<file path="config.mk">
export PLATFORM = sky130hd
export DESIGN_NAME = sata_tx_cont_align
export DESIGN_NICKNAME = d
export VERILOG_FILES = /design/src/rtl/sata_tx_cont_align.sv
export SDC_FILE = /design/constraint.sdc
export NUM_CORES = 1
export LEC_CHECK = 0
export CORE_ASPECT_RATIO = 0.9
export CORE_MARGIN = 5
export CORE_UTILIZATION = 35
export CTS_BUF_LIST = sky130_fd_sc_hd__clkbuf_8
export CTS_CLUSTER_DIAMETER = 60
export DETAILED_ROUTE_END_ITERATION = 12
export PLACE_DENSITY = 0.59
export SYNTH_ARGS = -nofsm -noshare
export SYNTH_HDL_FRONTEND = slang
export SYNTH_SLANG_ARGS = --single-unit
</file>
<file path="constraint.sdc">
create_clock -name clk -period 2.1 [get_ports clk]
set_input_delay 0.21 -clock clk [delete_from_list [all_inputs] [get_ports clk]]
set_output_delay 0.21 -clock clk [all_outputs]
set_load 0.01 [all_outputs]
</file>
<file path="src/rtl/sata_tx_cont_align.sv">
// sata_tx_cont_align
// Transmit-side primitive shaper between the SATA link layer and the PHY.
// Inserts an ALIGN pair every ALIGN_INTERVAL output dwords and replaces long
// runs of a repeated primitive with the sequence prim, prim, CONT, then
// scrambled junk until the run ends.
//
// Ports
//   clk          clock
//   rst_n        synchronous active-low reset
//   phy_ready    PHY link up; while low only ALIGN is sent
//   align_en     enables periodic ALIGN insertion
//   cont_en      enables CONT/junk suppression (ANDed with CONT_EN_DEFAULT)
//   in_dout      dword from the link layer
//   in_isk       in_dout is a primitive (K28.x in byte 0)
//   in_ready     dword accepted this cycle (combinational)
//   phy_tx_dout  registered dword to the PHY
//   phy_tx_isk   registered K flags to the PHY
//   align_count  position within the ALIGN period (debug)
module sata_tx_cont_align #(
  parameter int unsigned ALIGN_INTERVAL  = 256,
  parameter bit          CONT_EN_DEFAULT = 1'b1
) (
  input  logic        clk,
  input  logic        rst_n,
  input  logic        phy_ready,
  input  logic        align_en,
  input  logic        cont_en,
  input  logic [31:0] in_dout,
  input  logic        in_isk,
  output logic        in_ready,
  output logic [31:0] phy_tx_dout,
  output logic [3:0]  phy_tx_isk,
  output logic [10:0] align_count
);

  localparam logic [31:0] PRIM_ALIGN = 32'h7B4A_4ABC;
  localparam logic [31:0] PRIM_CONT  = 32'h9999_AA7C;
  localparam logic [31:0] LFSR_SEED  = 32'hFFFF_FFFF;
  localparam logic [10:0] SLOT_FIRST = 11'(ALIGN_INTERVAL - 2);
  localparam logic [10:0] SLOT_LAST  = 11'(ALIGN_INTERVAL - 1);

  typedef enum logic [1:0] {
    ST_PASS,
    ST_SECOND,
    ST_CONT,
    ST_JUNK
  } cont_state_e;

  cont_state_e state_q, state_d;
  logic [31:0] last_prim_q, last_prim_d;
  logic [31:0] lfsr_q, lfsr_d;
  logic [31:0] dout_q, dout_d;
  logic [3:0]  isk_q, isk_d;
  logic [10:0] count_q, count_d;

  logic align_slot;
  logic cont_on;
  logic is_ctrl_prim;
  logic is_repeat;

  // Fibonacci LFSR, taps for x^32 + x^22 + x^2 + x + 1.
  function automatic logic [31:0] lfsr_step(input logic [31:0] s);
    return {s[30:0], s[31] ^ s[21] ^ s[1] ^ s[0]};
  endfunction

  always_comb begin
    align_slot   = align_en && phy_ready &&
                   ((count_q == SLOT_FIRST) || (count_q == SLOT_LAST));
    in_ready     = rst_n && phy_ready && !align_slot;
    cont_on      = cont_en && CONT_EN_DEFAULT;
    // ALIGN and CONT arriving from upstream are forwarded and never counted
    // as part of a repeat run.
    is_ctrl_prim = in_isk && ((in_dout == PRIM_ALIGN) || (in_dout == PRIM_CONT));
    is_repeat    = in_isk && !is_ctrl_prim && (in_dout == last_prim_q);

    state_d     = state_q;
    last_prim_d = last_prim_q;
    lfsr_d      = lfsr_q;
    dout_d      = PRIM_ALIGN;
    isk_d       = 4'b0001;
    count_d     = count_q;

    if (!phy_ready) begin
      count_d     = '0;
      state_d     = ST_PASS;
      last_prim_d = '0;
    end else begin
      if (!align_en) begin
        count_d = '0;
      end else if (count_q == SLOT_LAST) begin
        count_d = '0;
      end else begin
        count_d = count_q + 11'd1;
      end

      if (align_slot) begin
        // Forgetting the primitive here makes a continuing run restart with
        // two literal copies after the ALIGN pair.
        state_d     = ST_PASS;
        last_prim_d = '0;
      end else begin
        dout_d = in_dout;
        isk_d  = in_isk ? 4'b0001 : 4'b0000;
        if (!cont_on) begin
          state_d     = ST_PASS;
          last_prim_d = '0;
        end else if (is_ctrl_prim) begin
          state_d = state_q;
        end else if (!is_repeat) begin
          state_d     = ST_PASS;
          last_prim_d = in_isk ? in_dout : '0;
        end else begin
          // The state reached on a repeat names what is sent for it.
          unique case (state_q)
            ST_PASS: begin
              state_d = ST_SECOND;
            end
            ST_SECOND: begin
              state_d = ST_CONT;
              dout_d  = PRIM_CONT;
              isk_d   = 4'b0001;
            end
            ST_CONT, ST_JUNK: begin
              state_d = ST_JUNK;
              lfsr_d  = lfsr_step(lfsr_q);
              dout_d  = lfsr_step(lfsr_q);
              isk_d   = 4'b0000;
            end
            default: begin
              state_d = ST_PASS;
            end
          endcase
        end
      end
    end
  end

  always_ff @(posedge clk) begin
    if (!rst_n) begin
      state_q     <= ST_PASS;
      last_prim_q <= '0;
      lfsr_q      <= LFSR_SEED;
      dout_q      <= PRIM_ALIGN;
      isk_q       <= 4'b0001;
      count_q     <= '0;
    end else begin
      state_q     <= state_d;
      last_prim_q <= last_prim_d;
      lfsr_q      <= lfsr_d;
      dout_q      <= dout_d;
      isk_q       <= isk_d;
      count_q     <= count_d;
    end
  end

  assign phy_tx_dout = dout_q;
  assign phy_tx_isk  = isk_q;
  assign align_count = count_q;

endmodule

</file>
# [Word level (Yosys, flattened, before mapping)]
# Cells that the tools add are included.
# W data, S select, Z words.
[totals] out_inout_bits=48 regBits=113 elab_cells=55
[op_classes] n_bitwise=10 reduce_logical=18 n_mux=12 eq_ne=8 n_addsub=1
[ops] op="$mux W32" n=4
[ops] op="$pmux W32 S2" n=1
[ops] op="$eq A32 B31 Y1 const B" n=1
[ops] op="$eq A32 B32 Y1" n=1
[ops] op="$eq A32 B32 Y1 const B" n=1
[ops] op="$eq A11 B8 Y1 const B" n=2
[ops] op="$add A11 B1 Y11 const B" n=1
[ops] op="$reduce_or A4 Y1" n=2
[ops] op="$logic_and A1 B1 Y1" n=7
[ops] op="$not A1 Y1" n=7
[ops] op="$pmux W2 S3" n=1
[ops] op="$reduce_and A6 Y1" n=1
[ops] op="$eq A2 B2 Y1 const B" n=2
[ops] op="$mux W1" n=4
[ops] op="$reduce_or A3 Y1" n=1
[ops] op="$xor A1 B1 Y1" n=3
[ops] op="$eq A2 B1 Y1 const B" n=1
[ops] op="$logic_not A1 Y1" n=2
[ops] op="$logic_not A2 Y1" n=1
[ops] op="$logic_or A1 B1 Y1" n=2
[ops] op="$mux W2" n=1
[ops] op="$pmux W1 S2" n=1
[ops] op="$reduce_and A2 Y1" n=1
[ops] op="$reduce_or A2 Y1" n=1

# [Logic depth before layout (Yosys ltp)]
# Gate-level depths: netlist of run 1.
[depth] ltp_word=9 mapped_depth=9 mapped_depth_nobuf=8

# [Worst setup path before layout of run 1]
# OpenSTA, ideal clock, no wires.
[synth_path] path_kind="register -> register" start="reg count_q[9], in the netlist align_count[9]" end="reg dout_q[0], in the netlist phy_tx_dout[0]" required_ns=1.968 synth_period_minus_slack_ns=2.000 stages_incl_launch_ff=8 setup_ns=0.132 t_arrival_ns=1.868 path_slack_ns=0.100 cell_sequence="dfxtp_1 -> or3_1 -> o41a_1 -> nand2_1 -> inv_2 -> clkbuf_1 -> nand2_1 -> o32ai_1"
[synth_via] elab_chain_len=4
[synth_lines] item="start: declaration" line="54" rtl="logic [10:0] count_q, count_d;"
[synth_lines] item="start signal: assignment" line="152" rtl="count_q <= count_d;"
[synth_lines] item="$eq A11 B8 Y1" line="68" rtl="((count_q == SLOT_FIRST) || (count_q == SLOT_LAST));"
[synth_lines] item="$logic_or A1 B1 Y1 *" line="68"
[synth_lines] item="$logic_and A1 B1 Y1 *" line="67" rtl="align_slot = align_en && phy_ready &&"
[synth_lines] item="$reduce_or A3 Y1 (no line) *"
[synth_lines] item="end signal: assignment" line="150" rtl="dout_q <= dout_d;"
[synth_lines] item="end: declaration" line="52" rtl="logic [31:0] dout_q, dout_d;"
# Mark *: on every way between the ends. The rest lies on a longest branch, timed or not.
# A chain may end at the register's enable or synchronous reset.

# [Worst setup path in the final report of run 1]
[layout_path] start="in in_dout[7]" end="reg lfsr_q[3]"
[layout_via] elab_chain_len=7
[layout_lines] item="start: declaration" line="28" rtl="input logic [31:0] in_dout,"
[layout_lines] item="$eq A32 B31 Y1 / $eq A32 B32 Y1 (equally long branches)" line="73" rtl="is_ctrl_prim = in_isk && ((in_dout == PRIM_ALIGN) || (in_dout == PRIM_CONT));"
[layout_lines] item="$logic_or A1 B1 Y1" line="73"
[layout_lines] item="$logic_and A1 B1 Y1" line="73"
[layout_lines] item="$logic_not A1 Y1" line="74" rtl="is_repeat = in_isk && !is_ctrl_prim && (in_dout == last_prim_q);"
[layout_lines] item="$logic_and A1 B1 Y1 (2 in a row)" line="74"
[layout_lines] item="$reduce_and A6 Y1 (no line) *"
[layout_lines] item="end signal: assignment" line="149" rtl="lfsr_q <= lfsr_d;"
[layout_lines] item="end: declaration" line="51" rtl="logic [31:0] lfsr_q, lfsr_d;"
# Marks and branches as above.

==> results of run 1 <==
## per-stage QoR
| step | utilization (%) | cells | worst slack (ns) | total power [mW] | hold slack, ns |
|---|---|---|---|---|---|
| 2_1_floorplan | - | 497 | 0.0995 | 2.32 | 0.330 |
| 6_report | 51.0 | 817 | -0.0509 | 3.75 | 0.187 |
| 3_5_place_dp | 47.1 | 790 | -0.457 | 2.59 | 0.462 |
| 4_1_cts | 48.6 | 808 | -0.0317 | 3.78 | 0.435 |
| 5_1_grt | 51.0 | 817 | -0.167 | 3.92 | 0.219 |
| 3_3_place_gp | 47.1 | 790 | -0.418 | 2.59 | 0.451 |
## critical path, delay by kind of cell
family	cells	cell delay, ns
mux	1	0.20
simple gates	3	0.83
xor+xnor	1	0.19
buf+inv	4	1.03
## logic make-up after synthesis
family	after synthesis	share of synthesized area (%)
multiplexers	64	13.3
AND/OR/NAND/NOR	196	19.1
other	1	0.0780
flip-flops	110	45.8
buffers and inverters	35	4.14
adder cells (fa/ha/maj)	2	0.521
XOR/XNOR	43	7.84
AO/OA/AOI/OAI	44	9.14
## cells in the mapped netlist, types with 2 or more instances
master / n
nand2_1: 88
nand3_1: 5
inv_1: 3
buf_4: 7
xnor2_1: 9
nor2_1: 54
xor2_1: 34
a221o_1: 7
nor4_1: 11
and4_1: 3
o41ai_1: 2
or3_1: 7
buf_2: 3
buf_6: 5
inv_2: 2
clkbuf_1: 15
nor4b_1: 2
dfxtp_1: 110
o221a_2: 7
o22ai_2: 7
nor2b_1: 2
ha_1: 2
and4bb_2: 2
nand4_1: 11
a22oi_1: 6
mux2i_1: 64
o32a_1: 4
a21oi_1: 4
## how the worst min path moves through the flow
stage / to / slack (ns)
3_5_place_dp: last_prim_q[2]$_SDFFE_PP0P_ / 0.46
6_report: last_prim_q[25]$_SDFFE_PP0P_ / 0.19
5_1_grt: last_prim_q[29]$_SDFFE_PP0P_ / 0.22
4_1_cts: align_count[0]$_SDFF_PP0_ / 0.43
3_3_place_gp: align_count[0]$_SDFF_PP0_ / 0.45
2_1_floorplan: phy_tx_isk[0]$_SDFF_PN1_ / 0.33
## report_power, final
group	internal, mW	switching (mW)	total, mW	leakage, nW
clock	0.434	0.752	1.19	0.0821
combinational	0.228	0.202	0.430	1.79
sequential	2.12	0.0160	2.14	0.897
## sequential cells by signal, indices dropped and copies added, names as in the netlist
| register | flops |
|---|---|
| state_q | 2 |
| last_prim_q | 32 |
| lfsr_q | 32 |
| phy_tx_dout | 32 |
| align_count | 11 |
| phy_tx_isk | 1 |
## per-layer routing
metal | wire, um | up-vias
met5 | 0 | -
met4 | 414 | 0
met3 | 841 | 22
met2 | 6570 | 119
met1 | 6480 | 1978
li1 | - | 2029
## final cells by class
class / instances / area share [%]
timing repair buffer: 167 / 24.6
multi-input combinational: 352 / 37.3
inverter: 5 / 0.274
tap: 168 / 3.07
clock inverter: 6 / 0.676
clock buffer: 9 / 1.81
sequential: 110 / 32.3
## timing repair
| action | CTS | global route |
|---|---|---|
| endpoints found under the setup margin | 56 | 80 |
| hold endpoints to repair | 0 | 0 |
| pin swaps | 3 | 16 |
| gates cloned | 0 | 6 |
| resized for setup | 10 | 36 |
| buffers inserted | 3 | 5 |
==> impl_metrics.ini, run 1 <==
[outcome]
status = finished with violations
failed_checks = setup timing

[routing]
drc = 0
drt_iter0_drc = 238
drt-pass1-iter-count = 4
wl_um = 14300
num_vias = 4148
viasPerCell = 5.08
antenna_left = 0
wl_per_cell_um = 17.5

[global_routing]
met1_usage_pct = 22.0
grt_use_met2_pct = 28.1
gr-usage-all-layers_pct = 17.3
grt_max_degree = 65
busiest_layer = met2
grt_use_met3_pct = 5.64
grt_pass1_vias = 4136
antenna_found_initial = 0
grt_pass1_wl_um = 21900
grt_remaining_overflow = 0

[critical_path]
cp_cell_sequence = clkdlybuf4s50_1 -> xor2_1 -> nor4_2 -> buf_4 -> nand4_1 -> nor4_4 -> buf_6 -> buf_12 -> mux2i_1
timing.rr.start = last_prim_q[7]$_SDFFE_PP0P_
cp-endpoint = lfsr_q[3]$_SDFFE_PN1P_
cp-start-kind = input pin
required_ns = 2.41
crit_arrival_ns = 2.47
critical_path.slowest_cell = clkdlybuf4s50_1
reg2reg_slack_ns = -0.04
worst-r2r-cell-count = 8
worst_setup_path_end_kind = register
r2r_end = lfsr_q[3]$_SDFFE_PN1P_
path_class = in -> reg
worst_path_largest_cell_delay_ns = 0.50
startpoint = in_dout[7]
worst-path-max-fanout = 8

[logic_synthesis]
syn_area_sq_mm = 0.00481
yosys-top-cells-area = dfxtp_1, mux2i_1, nand2_1
synthDistinctLibCells = 47
ys_seq_area_share_pct = 45.8
yosysTopAreaCellShare_pct = 45.8
synth_edf_count = 0
synthArstFlopShare_pct = 0
yosysWarnings = 0
synth_ff_type = dfxtp_1
synth_seq_cells = 110
syn_inst = 495
syn_avg_cell_area_sq_um = 9.71
yosys.area.top_type = dfxtp_1

[cells_and_area]
multiInputGateArea_sq_mm = 0.00255
layout_commonest_cell = dfxtp_1
area_growth_pct = 42.4
antenna_cells = 0
regArea_sq_mm = 0.00221
fill_cells = 1203
fin_nets = 685
layout_common_cells = dfxtp_1, nand2_1, clkdlybuf4s50_1, buf_4, mux2i_1
drive_gt1_share_pct = 23.3
fin_area_sq_mm = 0.00685

[timing]
fin_crit_ns = 2.15
rsz0062_at_grt = yes
setup_viol = 28
skew_ns = 0.0122
fin_setup_tns_ns = -0.703
hold_violations = 0
fmax_mhz = 465
fin_crit_sh_pct = 102
setup_slack_ns = -0.0509
finalMaxSlewViolations = 0

[power_and_ir_drop]
p_leak_nw = 2.77
irDropWorstVdd_mv = 0.295
p_per_area_mw_per_mm2 = 548

[min_path]
hp-class = in -> reg
min-delay-start = in_dout[25]
min_path_cells = 3

[clock_network]
clk_pin_slew_worst_paths_ns = 0.11
cts_tree = built
worst_skew_pair.late_latency_ns = 0.39
clock-sinks = 110
cts_hold_repair.buffers = 0
clockBufferDepth = 2
cts_max_level = 3
root_buffer = clkbuf_8
cts_made_buffers = 9

[placement]
place.gp.congestion = 0.903
placed_cell_area_sq_mm = 0.00631
portBuffers = 82
hpwl_um = 10500

[floorplan]
fp.dieH_um = 121
fp.dieW_um = 134
die_area_sq_mm = 0.0162
core_area_sq_mm = 0.0134
start_util_pct = 35.8
rows = 40
ioPinCount = 86

[run]
cap_violations = 0
No activity file was read; power rests on OpenSTA's default activity.
==> run 2, diff against run 1 <==
--- a/config.mk
+++ b/config.mk
@@ -6,7 +6,7 @@
 export NUM_CORES = 1
 export LEC_CHECK = 0
 export CORE_ASPECT_RATIO = 0.9
-export CORE_MARGIN = 5
+export CORE_MARGIN = 3
 export CORE_UTILIZATION = 35
 export CTS_BUF_LIST = sky130_fd_sc_hd__clkbuf_8
 export CTS_CLUSTER_DIAMETER = 60
==> impl_metrics.ini, run 2 (same netlist as run 1, synthesis figures left out) <==
[cells_and_area]
fin_nets = 702
antenna_cells = 0
drive_gt1_share_pct = 26.4
layout_commonest_cell = dfxtp_1
area_growth_pct = 48.9
layout_common_cells = dfxtp_1, nand2_1, buf_4, clkdlybuf4s50_1, mux2i_1
fill_cells = 1152

[timing]
fin_crit_sh_pct = 111
fin_setup_tns_ns = -3.10
hold_ws_ns = 0.278
skew_ns = 0.0219
finalMaxSlewViolations = 0
hold_violations = 0
setup_slack_ns = -0.223
rsz0062_at_grt = yes
fin_crit_ns = 2.32
setup_viol = 34
fmax_mhz = 430

[critical_path]
r2r_end = lfsr_q[26]$_SDFFE_PN1P_
crit_arrival_ns = 2.63
cp_cell_sequence = xor2_1 -> nor4_2 -> buf_4 -> nand4_1 -> nor4_4 -> buf_6 -> buf_12 -> buf_16 -> mux2i_2
critical_path.slowest_cell = nor4_4
worst_path_largest_cell_delay_ns = 0.41
timing.rr.start = last_prim_q[22]$_SDFFE_PP0P_
worst-r2r-cell-count = 9
path_class = reg -> reg
required_ns = 2.41
worst-path-max-fanout = 5
cp-start-kind = register
worst_setup_path_end_kind = register
startpoint = last_prim_q[22]$_SDFFE_PP0P_
reg2reg_slack_ns = -0.22

[floorplan]
start_util_pct = 36.7
rows = 39
core_area_sq_mm = 0.0131
die_area_sq_mm = 0.0152
fp.dieW_um = 130
fp.dieH_um = 117
ioPinCount = 86

[clock_network]
cts_max_level = 3
clock-sinks = 110
cts_made_buffers = 9
cts_tree = built
worst_skew_pair.late_latency_ns = 0.39
clockBufferDepth = 2
clk_pin_slew_worst_paths_ns = 0.12
cts_hold_repair.buffers = 0
root_buffer = clkbuf_8

[run]
cap_violations = 0

[routing]
wl_per_cell_um = 18.2
num_vias = 4230
wl_um = 15100
viasPerCell = 5.09
drt_iter0_drc = 271
drc = 0
antenna_left = 0
drt-pass1-iter-count = 4

[placement]
post-place-ws_ns = -0.612
hpwl_um = 10300
place.gp.congestion = 0.823
portBuffers = 82

[global_routing]
grt_pass1_vias = 4175
grt_remaining_overflow = 0
antenna_found_initial = 0
grt_max_degree = 37
grt_pass1_wl_um = 22300
gr-usage-all-layers_pct = 19.4

[power_and_ir_drop]
irDropWorstVdd_mv = 0.426
power.total_mw = 3.87
p_leak_nw = 2.92
p_per_area_mw_per_mm2 = 541

[min_path]
whs_endpoint = last_prim_q[12]$_SDFFE_PP0P_
min-delay-start = in_dout[12]
min_path_cells = 4
hp-class = in -> reg

[outcome]
status = finished with violations
failed_checks = setup timing
## run 2: worst max-delay path: cells and delay by family (launching register included)
kind / cells / cell delay [ns]
xor gates and xnor gates: 1 / 0.16
buffers and inverters: 4 / 0.56
DFF: 1 / 0.34
muxes: 1 / 0.24
and+or+nand+nor: 3 / 0.93
## run 2: how the worst max path moves through the flow
stage / slack [ns] / end / cells past startpoint
floorplan: 0.1 / phy_tx_dout[0]$_SDFF_PN0_ / 7
global placement: -0.57 / lfsr_q[13]$_SDFFE_PN1P_ / 8
detailed placement: -0.61 / lfsr_q[28]$_SDFFE_PN1P_ / 8
CTS: -0.06 / lfsr_q[27]$_SDFFE_PN1P_ / 10
global route: -0.35 / lfsr_q[26]$_SDFFE_PN1P_ / 9
finish: -0.22 / lfsr_q[26]$_SDFFE_PN1P_ / 9
## run 2: metrics by stage
stage / cell area [sq um] / util, % / cells
floorplan: 4810 / - / 497
global route: 7160 / 54.7 / 831
global placement: 6290 / 48.1 / 787
CTS: 6950 / 53.1 / 826
finish: 7160 / 54.7 / 831
detailed placement: 6290 / 48.1 / 787
## run 2: final cells by class
class / instances / area, sq um / area share (%)
flip-flops and latches: 110 / 2210 / 30.9
repair buffers: 184 / 1880 / 26.3
well taps: 164 / 205 / 2.87
multi-input cells: 352 / 2640 / 36.8
inverters: 5 / 21.3 / 0.297
clock inverters: 7 / 72.6 / 1.01
clock buffers: 9 / 124 / 1.73
## run 2: per-layer routing
metal  part of all wire (%)  vias to the layer above  track usage (%)
li1                       -                     2072                -
met1                     44                     2014             24.9
met2                     47                      125             32.3
met3                    6.9                       19             5.08
met4                    2.2                        0             6.02
met5                      0                        -                0
## run 2: report_power, final
group | internal [mW] | total [mW] | switching, mW
clock | 0.469 | 1.28 | 0.806
sequential | 2.12 | 2.14 | 0.0170
combinational | 0.242 | 0.456 | 0.213
## run 2: repair_timing
item	CTS	global route
pin swaps	15	22
resized for setup	52	31
setup buffers	15	10
cloned	8	5
setup endpoints to repair	92	99
endpoints found under the hold margin	0	0
==> run 3, diff against run 2 <==
--- a/config.mk
+++ b/config.mk
@@ -11,7 +11,8 @@
 export CTS_BUF_LIST = sky130_fd_sc_hd__clkbuf_8
 export CTS_CLUSTER_DIAMETER = 60
 export DETAILED_ROUTE_END_ITERATION = 12
-export PLACE_DENSITY = 0.59
+export DONT_BUFFER_PORTS = 1
+export PLACE_DENSITY = 0.51
 export SYNTH_ARGS = -nofsm -noshare
 export SYNTH_HDL_FRONTEND = slang
 export SYNTH_SLANG_ARGS = --single-unit
==> constraint.sdc (replaced) <==
create_clock -name clk -period 2.7 [get_ports clk]
set_input_delay 0.27 -clock clk [delete_from_list [all_inputs] [get_ports clk]]
set_output_delay 0.27 -clock clk [all_outputs]
set_load 0.01 [all_outputs]
==> impl_metrics.ini, run 3 (same netlist as run 1, synthesis figures left out) <==
[outcome]
status = completed

[global_routing]
gr-usage-all-layers_pct = 16.9
grt_max_degree = 65
grt_remaining_overflow = 0
grt_pass1_vias = 3534
antenna_found_initial = 0
grt_pass1_wl_um = 19500

[cells_and_area]
antenna_cells = 0
fin_cells = 661
layout_common_cells = dfxtp_1, nand2_1, mux2i_1, nor2_1, xor2_1
fin_nets = 532
fill_cells = 1307
layout_commonest_cell = dfxtp_1
regArea_sq_mm = 0.00220
area_growth_pct = 8.28
multiInputGateArea_sq_mm = 0.00244
drive_gt1_share_pct = 10.3

[clock_network]
cts_tree = built
clk_pin_slew_worst_paths_ns = 0.11
ctsResizeCount = 0
cts_hold_repair.buffers = 3
cts_max_level = 3
cts_setup_buffers = 0
clockBufferDepth = 2
worst_skew_pair.late_latency_ns = 0.38
root_buffer = clkbuf_8
clock-sinks = 110
cts_made_buffers = 9

[placement]
portBuffers = 0
dp_cells = 641
place.gp.congestion = 0.853
hpwl_um = 9280

[critical_path]
crit_arrival_ns = 2.14
worst_setup_path_end_kind = output pin
cp_cell_sequence = inv_1 -> ha_1 -> o211ai_1 -> o41a_1 -> nand2_1 -> inv_2
timing.rr.start = last_prim_q[3]$_SDFFE_PP0P_
r2r_end = phy_tx_dout[24]$_SDFF_PN1_
worst_path_largest_cell_delay_ns = 0.47
reg2reg_slack_ns = 0.31
critical_path.slowest_cell = dfxtp_1
worst-r2r-cell-count = 6
required_ns = 2.43
path_class = reg -> out
cp-start-kind = register
worst-path-max-fanout = 25

[floorplan]
ioPinCount = 86
rows = 39
core_area_sq_mm = 0.0131
fp.dieW_um = 130
start_util_pct = 36.7
fp.dieH_um = 117
die_area_sq_mm = 0.0152

[routing]
viasPerCell = 5.33
drc = 0
wl_um = 12400
drt_iter0_drc = 254
num_vias = 3525
wl_per_cell_um = 18.7
drt-pass1-iter-count = 4
antenna_left = 0

[power_and_ir_drop]
p_seq_share_pct = 60.7
p_per_area_mw_per_mm2 = 530
power.share.clock_pct = 34.7
power.total_mw = 2.76
p_leak_nw = 1.96
irDropWorstVdd_mv = 0.202
p_int_mw = 2.07
power_switching_mw = 0.694
p_sw_share_pct = 25.1
combPwrFrac_pct = 4.5

[min_path]
whs_endpoint = last_prim_q[29]$_SDFFE_PP0P_
min-delay-start = in_dout[29]
hp-class = in -> reg
min_path_cells = 2

[timing]
hold_ws_ns = 0.0216
finalMaxSlewViolations = 0
skew_ns = 0.0152
hold_violations = 0
rsz0062_at_grt = no
fin_crit_sh_pct = 89.3
fin_setup_tns_ns = 0
fin_crit_ns = 2.41
setup_viol = 0
slew-limit-headroom_pct = 56.7
worst_pin_slew_ns = 0.649
fmax_mhz = 415

[run]
cap_violations = 0
run 3: cell types whose count changed in the layout (fill, tap and decap cells not counted), moves of 5 or more:
cell / delta
buf_4: -74
clkdlybuf4s50_1: -66
dlygate4sd2_1: -10
buf_12: -6
nor4_1: +6
clkbuf_16: -5
dfxtp_1: +5
dlymetal6s2s_1: -5
run 3: worst max-delay path by stage:
| stage | start | to | slack [ns] | depth (start not counted) |
|---|---|---|---|---|
| finish | align_count[0]$_SDFF_PP0_ | in_ready | 0.29 | 6 |
| global route | align_count[0]$_SDFF_PP0_ | in_ready | 0.05 | 6 |
| CTS | align_count[0]$_SDFF_PP0_ | in_ready | 0.24 | 6 |
| detailed placement | last_prim_q[3]$_SDFFE_PP0P_ | phy_tx_dout[24]$_SDFF_PN1_ | 0.33 | 6 |
| global placement | last_prim_q[3]$_SDFFE_PP0P_ | phy_tx_dout[27]$_SDFF_PN1_ | 0.39 | 6 |
| floorplan | align_count[9]$_SDFF_PP0_ | phy_tx_dout[0]$_SDFF_PN0_ | 0.70 | 7 |
run 3: layout make-up:
class / instances / area share, %
Multi-Input combinational cell: 352 / 46.8
Sequential cell: 110 / 42.3
Tap cell: 164 / 3.94
Timing Repair Buffer: 14 / 2.93
Clock buffer: 9 / 2.38
Clock inverter: 7 / 1.25
Inverter: 5 / 0.361
run 3: layer usage:
layer / track usage, % / vias to the layer above / routed length, um
li1: - / 1729 / -
met1: 22.2 / 1670 / 5520
met2: 25.9 / 111 / 5430
met3: 6.13 / 15 / 1180
met4: 5.40 / 0 / 244
met5: 0 / - / 0
run 3: power groups by stage:
stage	clock network [mW]	logic (mW)	registers, mW
floorplan	0	0.0959	1.71
global placement	0	0.120	1.71
finish	0.958	0.125	1.68
detailed placement	0	0.120	1.71
CTS	1.01	0.125	1.68
global route	1.07	0.139	1.68
run 3: stage by stage:
stage	utilization (%)	worst slack [ns]	cell area [sq um]
2_1_floorplan	-	0.700	4810
3_3_place_gp	38.0	0.390	4970
3_5_place_dp	38.0	0.331	4970
4_1_cts	39.7	0.244	5190
5_1_grt	39.8	0.0546	5200
6_report	39.8	0.290	5200
run 3: critical path, delay by kind of cell (launching register included):
kind | cells | cell delay [ns]
DFF | 1 | 0.47
buffers and inverters | 2 | 0.46
AOI/OAI and AO/OA | 2 | 0.46
adders and majority gates | 1 | 0.19
and+or+nand+nor | 1 | 0.16
